$ cat src/rtl/cla_seq_pkg.sv
// Shared types and sizing helpers for the nibble-serial carry-lookahead adder.
// Contents: FSM state enum, nibble-count and index-width functions, default width.
// No ports; imported by cla_serial_add_seq and cla4_slice.
package cla_seq_pkg;

   typedef enum logic [1:0] {
      ST_IDLE,
      ST_RUN,
      ST_DONE
   } state_t;

   localparam int DEFAULT_WIDTH = 16;
   localparam int DEFAULT_NIB   = DEFAULT_WIDTH / 4;

   // Number of 4-bit passes needed for a width-bit operand.
   function automatic int nib_count(input int width);
      return width / 4;
   endfunction

   // Width of the nibble index counter; at least one bit even for a single pass.
   function automatic int idx_width(input int nib);
      return (nib <= 1) ? 1 : $clog2(nib);
   endfunction

endpackage

$ cat src/rtl/cla4_slice.sv
// Purely combinational 4-bit carry-lookahead adder slice.
// Ports: a[3:0], b[3:0], cin in; sum[3:0], cout out.
// Zero latency; no flow control (combinational only).
module cla4_slice
   import cla_seq_pkg::*;
(
   input  logic [3:0] a,
   input  logic [3:0] b,
   input  logic       cin,
   output logic [3:0] sum,
   output logic       cout
);

   logic [3:0] p;
   logic [3:0] g;
   logic [4:0] c;

   assign p = a ^ b;
   assign g = a & b;

   // Every carry is flattened from p/g and cin so no carry ripples through the slice.
   assign c[0] = cin;
   assign c[1] = g[0] | (p[0] & cin);
   assign c[2] = g[1] | (p[1] & g[0]) | (p[1] & p[0] & cin);
   assign c[3] = g[2] | (p[2] & g[1]) | (p[2] & p[1] & g[0])
               | (p[2] & p[1] & p[0] & cin);
   assign c[4] = g[3] | (p[3] & g[2]) | (p[3] & p[2] & g[1])
               | (p[3] & p[2] & p[1] & g[0])
               | (p[3] & p[2] & p[1] & p[0] & cin);

   assign sum  = p ^ c[3:0];
   assign cout = c[4];

endmodule

$ cat src/rtl/cla_serial_add_seq.sv
// WIDTH-bit adder built by time-sharing one cla4_slice, one nibble per clock.
// Ports: clk/rst (sync, active-high); in_valid/in_ready/in_a/in_b/in_cin producer side;
//        out_valid/out_ready/out_sum/out_cout/out_ovf consumer side; busy status; in_sub
//        only when CLA_SEQ_SUB_EN is defined (1 = subtract A-B).
// Latency: accept edge T, result valid after edge T+NIB; accepts only in IDLE, holds result in DONE.
module cla_serial_add_seq
   import cla_seq_pkg::*;
#(
   parameter int WIDTH = DEFAULT_WIDTH
)(
   input  logic             clk,
   input  logic             rst,
   input  logic             in_valid,
   output logic             in_ready,
   input  logic [WIDTH-1:0] in_a,
   input  logic [WIDTH-1:0] in_b,
`ifdef CLA_SEQ_SUB_EN
   input  logic             in_sub,
`endif
   input  logic             in_cin,
   output logic             out_valid,
   input  logic             out_ready,
   output logic [WIDTH-1:0] out_sum,
   output logic             out_cout,
   output logic             out_ovf,
   output logic             busy
);

   localparam int NIB = nib_count(WIDTH);
   localparam int IW  = idx_width(NIB);
   localparam logic [IW-1:0] LAST_IDX = IW'(NIB - 1);

   state_t           state_q, state_d;
   logic [WIDTH-1:0] a_q, a_d;
   logic [WIDTH-1:0] b_q, b_d;     // effective B (already inverted for subtract)
   logic [WIDTH-1:0] sum_q, sum_d;
   logic [IW-1:0]    idx_q, idx_d;
   logic             carry_q, carry_d;
   logic             cout_q, cout_d;
   logic             ovf_q, ovf_d;

   logic             sub_en;
   logic [IW+1:0]    bit_base;
   logic [3:0]       s_a;
   logic [3:0]       s_b;
   logic [3:0]       s_sum;
   logic             s_cout;

`ifdef CLA_SEQ_SUB_EN
   assign sub_en = in_sub;
`else
   assign sub_en = 1'b0;
`endif

   // Nibble idx starts at bit idx*4.
   assign bit_base = {idx_q, 2'b00};
   assign s_a      = a_q[bit_base +: 4];
   assign s_b      = b_q[bit_base +: 4];

   cla4_slice u_slice (
      .a    (s_a),
      .b    (s_b),
      .cin  (carry_q),
      .sum  (s_sum),
      .cout (s_cout)
   );

   always_comb begin
      state_d = state_q;
      a_d     = a_q;
      b_d     = b_q;
      sum_d   = sum_q;
      idx_d   = idx_q;
      carry_d = carry_q;
      cout_d  = cout_q;
      ovf_d   = ovf_q;

      case (state_q)
         ST_IDLE: begin
            if (in_valid) begin
               a_d     = in_a;
               // Subtract is A + ~B + 1: invert B once here and seed the carry.
               b_d     = in_b ^ {WIDTH{sub_en}};
               carry_d = sub_en ? 1'b1 : in_cin;
               idx_d   = '0;
               state_d = ST_RUN;
            end
         end
         ST_RUN: begin
            sum_d[bit_base +: 4] = s_sum;
            carry_d              = s_cout;
            idx_d                = idx_q + 1'b1;
            if (idx_q == LAST_IDX) begin
               cout_d  = s_cout;
               // Final sum MSB is bit 3 of the last slice output.
               ovf_d   = (a_q[WIDTH-1] == b_q[WIDTH-1]) && (s_sum[3] != a_q[WIDTH-1]);
               idx_d   = '0;
               state_d = ST_DONE;
            end
         end
         ST_DONE: begin
            if (out_ready) begin
               state_d = ST_IDLE;
            end
         end
         default: begin
            state_d = ST_IDLE;
         end
      endcase
   end

   always_ff @(posedge clk) begin
      if (rst) begin
         state_q <= ST_IDLE;
         a_q     <= '0;
         b_q     <= '0;
         sum_q   <= '0;
         idx_q   <= '0;
         carry_q <= 1'b0;
         cout_q  <= 1'b0;
         ovf_q   <= 1'b0;
      end else begin
         state_q <= state_d;
         a_q     <= a_d;
         b_q     <= b_d;
         sum_q   <= sum_d;
         idx_q   <= idx_d;
         carry_q <= carry_d;
         cout_q  <= cout_d;
         ovf_q   <= ovf_d;
      end
   end

   assign in_ready  = (state_q == ST_IDLE);
   assign out_valid = (state_q == ST_DONE);
   assign busy      = (state_q == ST_RUN) || (state_q == ST_DONE);
   assign out_sum   = sum_q;
   assign out_cout  = cout_q;
   assign out_ovf   = ovf_q;

endmodule

$ cat config.mk
export PLATFORM = sky130hd
export DESIGN_NAME = cla_serial_add_seq
export DESIGN_NICKNAME = d
export VERILOG_FILES = /design/src/rtl/cla_seq_pkg.sv /design/src/rtl/cla4_slice.sv /design/src/rtl/cla_serial_add_seq.sv
export SDC_FILE = /design/constraint.sdc
export NUM_CORES = 1
export LEC_CHECK = 0
export CAP_MARGIN = 20
export CORE_MARGIN = 5
export CORE_UTILIZATION = 50
export DETAILED_ROUTE_END_ITERATION = 10
export GPL_TIMING_DRIVEN = 1
export HOLD_SLACK_MARGIN = 0.03
export MAX_ROUTING_LAYER = met4
export PLACE_DENSITY = 0.79
export SYNTH_ARGS = -nofsm -noshare
export SYNTH_HDL_FRONTEND = slang
export SYNTH_HIERARCHICAL = 1
export SYNTH_SLANG_ARGS = --single-unit
$ cat constraint.sdc
create_clock -name clk -period 3 [get_ports clk]
set_input_delay 0.9 -clock clk [delete_from_list [all_inputs] [get_ports clk]]
set_output_delay 0.9 -clock clk [all_outputs]
set_load 0.005 [all_outputs]
==> impl_metrics.py <==
metrics = {
    "worst_setup_path": {
        "start_kind": "register",
        "r2r-start": "idx_q[0]$_SDFFE_PP0P_",
        "endpoint_kind": "register",
        "path_class": "reg -> reg",
        "crit_required_ns": 3.18,
        "worstPathMaxFanout": 7,
        "startpoint": "idx_q[0]$_SDFFE_PP0P_",
        "worst_ep_arrival_time_ns": 2.89,
    },
    "cells_and_area": {
        "fin_util": 0.636,
        "syn2layout_area_growth_pct": 24.4,
        "fin_area_um2": 3250,
        "drive_gt1_frac": 0.0640,
        "stdcell_count": 414,
        "diodes": 0,
        "fill_cells": 440,
        "fin_nets": 394,
    },
    "synth": {
        "synth_top_area_share": 0.421,
        "ys_seq_area_frac": 0.421,
        "synth_fp_nets": 342,
        "ys_types": 38,
        "synth_largest_area_cell": "dfxtp_1",
        "synth-main-ff-cell": "dfxtp_1",
        "synth_edf_count": 0,
        "synthTopCellsByArea": "dfxtp_1 (42%), nand2_1 (12%), a21oi_1 (9.0%), ha_1 (5.7%), mux4_1 (4.0%)",
        "ys.warnings.count": 6,
        "synth_area_um2": 2610,
        "syn_inst": 292,
        "synth-seq-cells": 55,
        "synth_area_per_cell_um2": 8.95,
        "yosysMostFrequentCell": "nand2_1",
        "synthTopCellsByCount": "nand2_1 (82), dfxtp_1 (55), a21oi_1 (47)",
        "synthArstFlopShare": 0,
    },
    "timing": {
        "timing.hold.ws_ns": 0.456,
        "rsz0062_at_grt": "false",
        "setup_viol": 0,
        "finalSetupTns_ns": 0,
        "skew_ns": 0.00552,
        "slew_headroom": 0.572,
        "hold_viol": 0,
        "worstMarginPinSlew_ns": 0.642,
        "setup_ws_ns": 0.288,
        "max_freq_mhz": 369,
        "drv_slew": 0,
        "min_period_over_period": 0.904,
        "period_minus_slack_ns": 2.71,
    },
    "clock_network": {
        "htree_num_levels": 2,
        "cts_sinks": 55,
        "cts_tree": "done",
        "post_cts.repair.setup_buffers": 0,
        "clk_pin_slew_ns": 0.09,
        "cts-root-buf": "clkbuf_8",
        "clk_path_buf_depth": 2,
        "hold_buffers": 0,
        "numCtsBuffers": 5,
        "ctsResizeCount": 0,
        "clkLatencyLatePin_ns": 0.31,
    },
    "global_routing": {
        "grt_pass1_wl_um": 9880,
        "grt-ovfl-total": 0,
        "track_usage": 0.194,
        "grt_pass1_vias": 2154,
        "antenna_found_initial": 0,
        "grt_max_degree": 34,
    },
    "die": {
        "dieHeight_um": 82.3,
        "ios": 58,
        "die_w_um": 82.3,
        "row_count": 26,
        "die_area_um2": 6770,
        "core_um2": 5110,
        "initial_utilization": 0.512,
    },
    "routing": {
        "detail_route.wl_per_cell_um": 13.9,
        "drtAntennaViolNets": 0,
        "vias": 2172,
        "via_per_inst": 5.25,
        "wl_um": 5760,
        "drtIter0Drc": 152,
        "first_pass_iters": 5,
        "drc": 0,
    },
    "power_and_ir_drop": {
        "cellPowerDensity_nw_per_um2": 568,
        "finalPower_mw": 1.85,
        "power_leakage_nw": 1.26,
        "peakVddDrop_uv": 236,
    },
    "place": {
        "hpwl_um": 4270,
        "pre_cts_ws_ns": 0.294,
        "dp_cells": 407,
        "dpl_cell_area_um2": 3160,
        "io_buffer_count": 57,
        "gp_congestion": 0.831,
    },
    "worst_hold_path": {
        "hold_start": "b_q[11]$_SDFFE_PP0P_",
        "holdCritPathClass": "reg -> reg",
    },
    "run": {
        "max-cap-violations": 0,
    },
    "status": {
        "status": "completed",
    },
}
==> worst max-delay path, cell delays in order, from the launching register on <==
cell and delay [ns]:
dfxtp_1 0.55, mux4_1 0.64, ha_1 0.31, a21o_1 0.19
a31o_1 0.24, xor2_1 0.15, buf_4 0.16, a221oi_1 0.27
nor3_1 0.08
==> registers in the layout, indices dropped and copies added (netlist names) <==
signal,flops
out_ovf,1
out_cout,1
idx_q,2
out_sum,16
b_q,16
carry_q,1
state_q,2
a_q,16
==> layer usage <==
metal / GRT usage / vias up / part of all wire
met1: 0.243 / 1006 / 0.46
met3: 0.0466 / 6 / 0.048
met2: 0.316 / 53 / 0.48
met5: - / - / 0
met4: 0.0465 / 0 / 0.0073
li1: - / 1107 / -
==> final cells by class <==
| type | count | area [µm²] | area share |
|---|---|---|---|
| multi-input cells | 209 | 1320 | 0.407 |
| flip-flops and latches | 55 | 1100 | 0.339 |
| repair buffers | 64 | 618 | 0.190 |
| well taps | 70 | 87.6 | 0.0269 |
| clock buffers | 6 | 82.6 | 0.0254 |
| inverters | 9 | 33.8 | 0.0104 |
| clock inverters | 1 | 5.00 | 0.00154 |
==> report_power, final <==
part           total, mW  switching (mW)  internal (mW)
Clock              0.406           0.224          0.182
Sequential         0.849          0.0477          0.801
Combinational      0.591           0.328          0.263
Total               1.85           0.600           1.25
==> kinds of logic after synthesis <==
family | after synthesis | share of synthesized area
and+or+nand+nor | 120 | 0.207
AOI/OAI and AO/OA | 63 | 0.141
DFF | 55 | 0.421
buffers and inverters | 28 | 0.0728
adders and majority gates | 13 | 0.0651
muxes | 10 | 0.0823
xor gates and xnor gates | 3 | 0.0101
==> worst paths after layout <==
check	endpoint	slack, ns	cells after the start
setup / recovery	out_ovf$_SDFFE_PP0P_	0.29	8
hold / removal	b_q[11]$_SDFFE_PP0P_	0.46	2
setup reg to reg	out_ovf$_SDFFE_PP0P_	0.29	8
hold reg to reg	b_q[11]$_SDFFE_PP0P_	0.46	2
==> cells in the final DEF (no fill, tap or decap), types with 2 or more instances in the layout <==
master           netlist  routed
a21o_1                 3       3
a21oi_1               47      47
a32oi_1                7       7
and3b_1                2       2
buf_4                  3       7
clkbuf_8               4       6
clkdlybuf4s50_1        0      56
dfxtp_1               55      55
ha_1                  12      12
inv_1                  9       9
mux2i_1                2       2
mux4_1                 4       4
mux4_2                 4       4
nand2_1               82      82
nand2b_1               5       5
nand4_1               11      11
nor2_1                11      11
nor2b_1                2       2
xnor2_1                2       2
(Power assumes the default switching activity.)
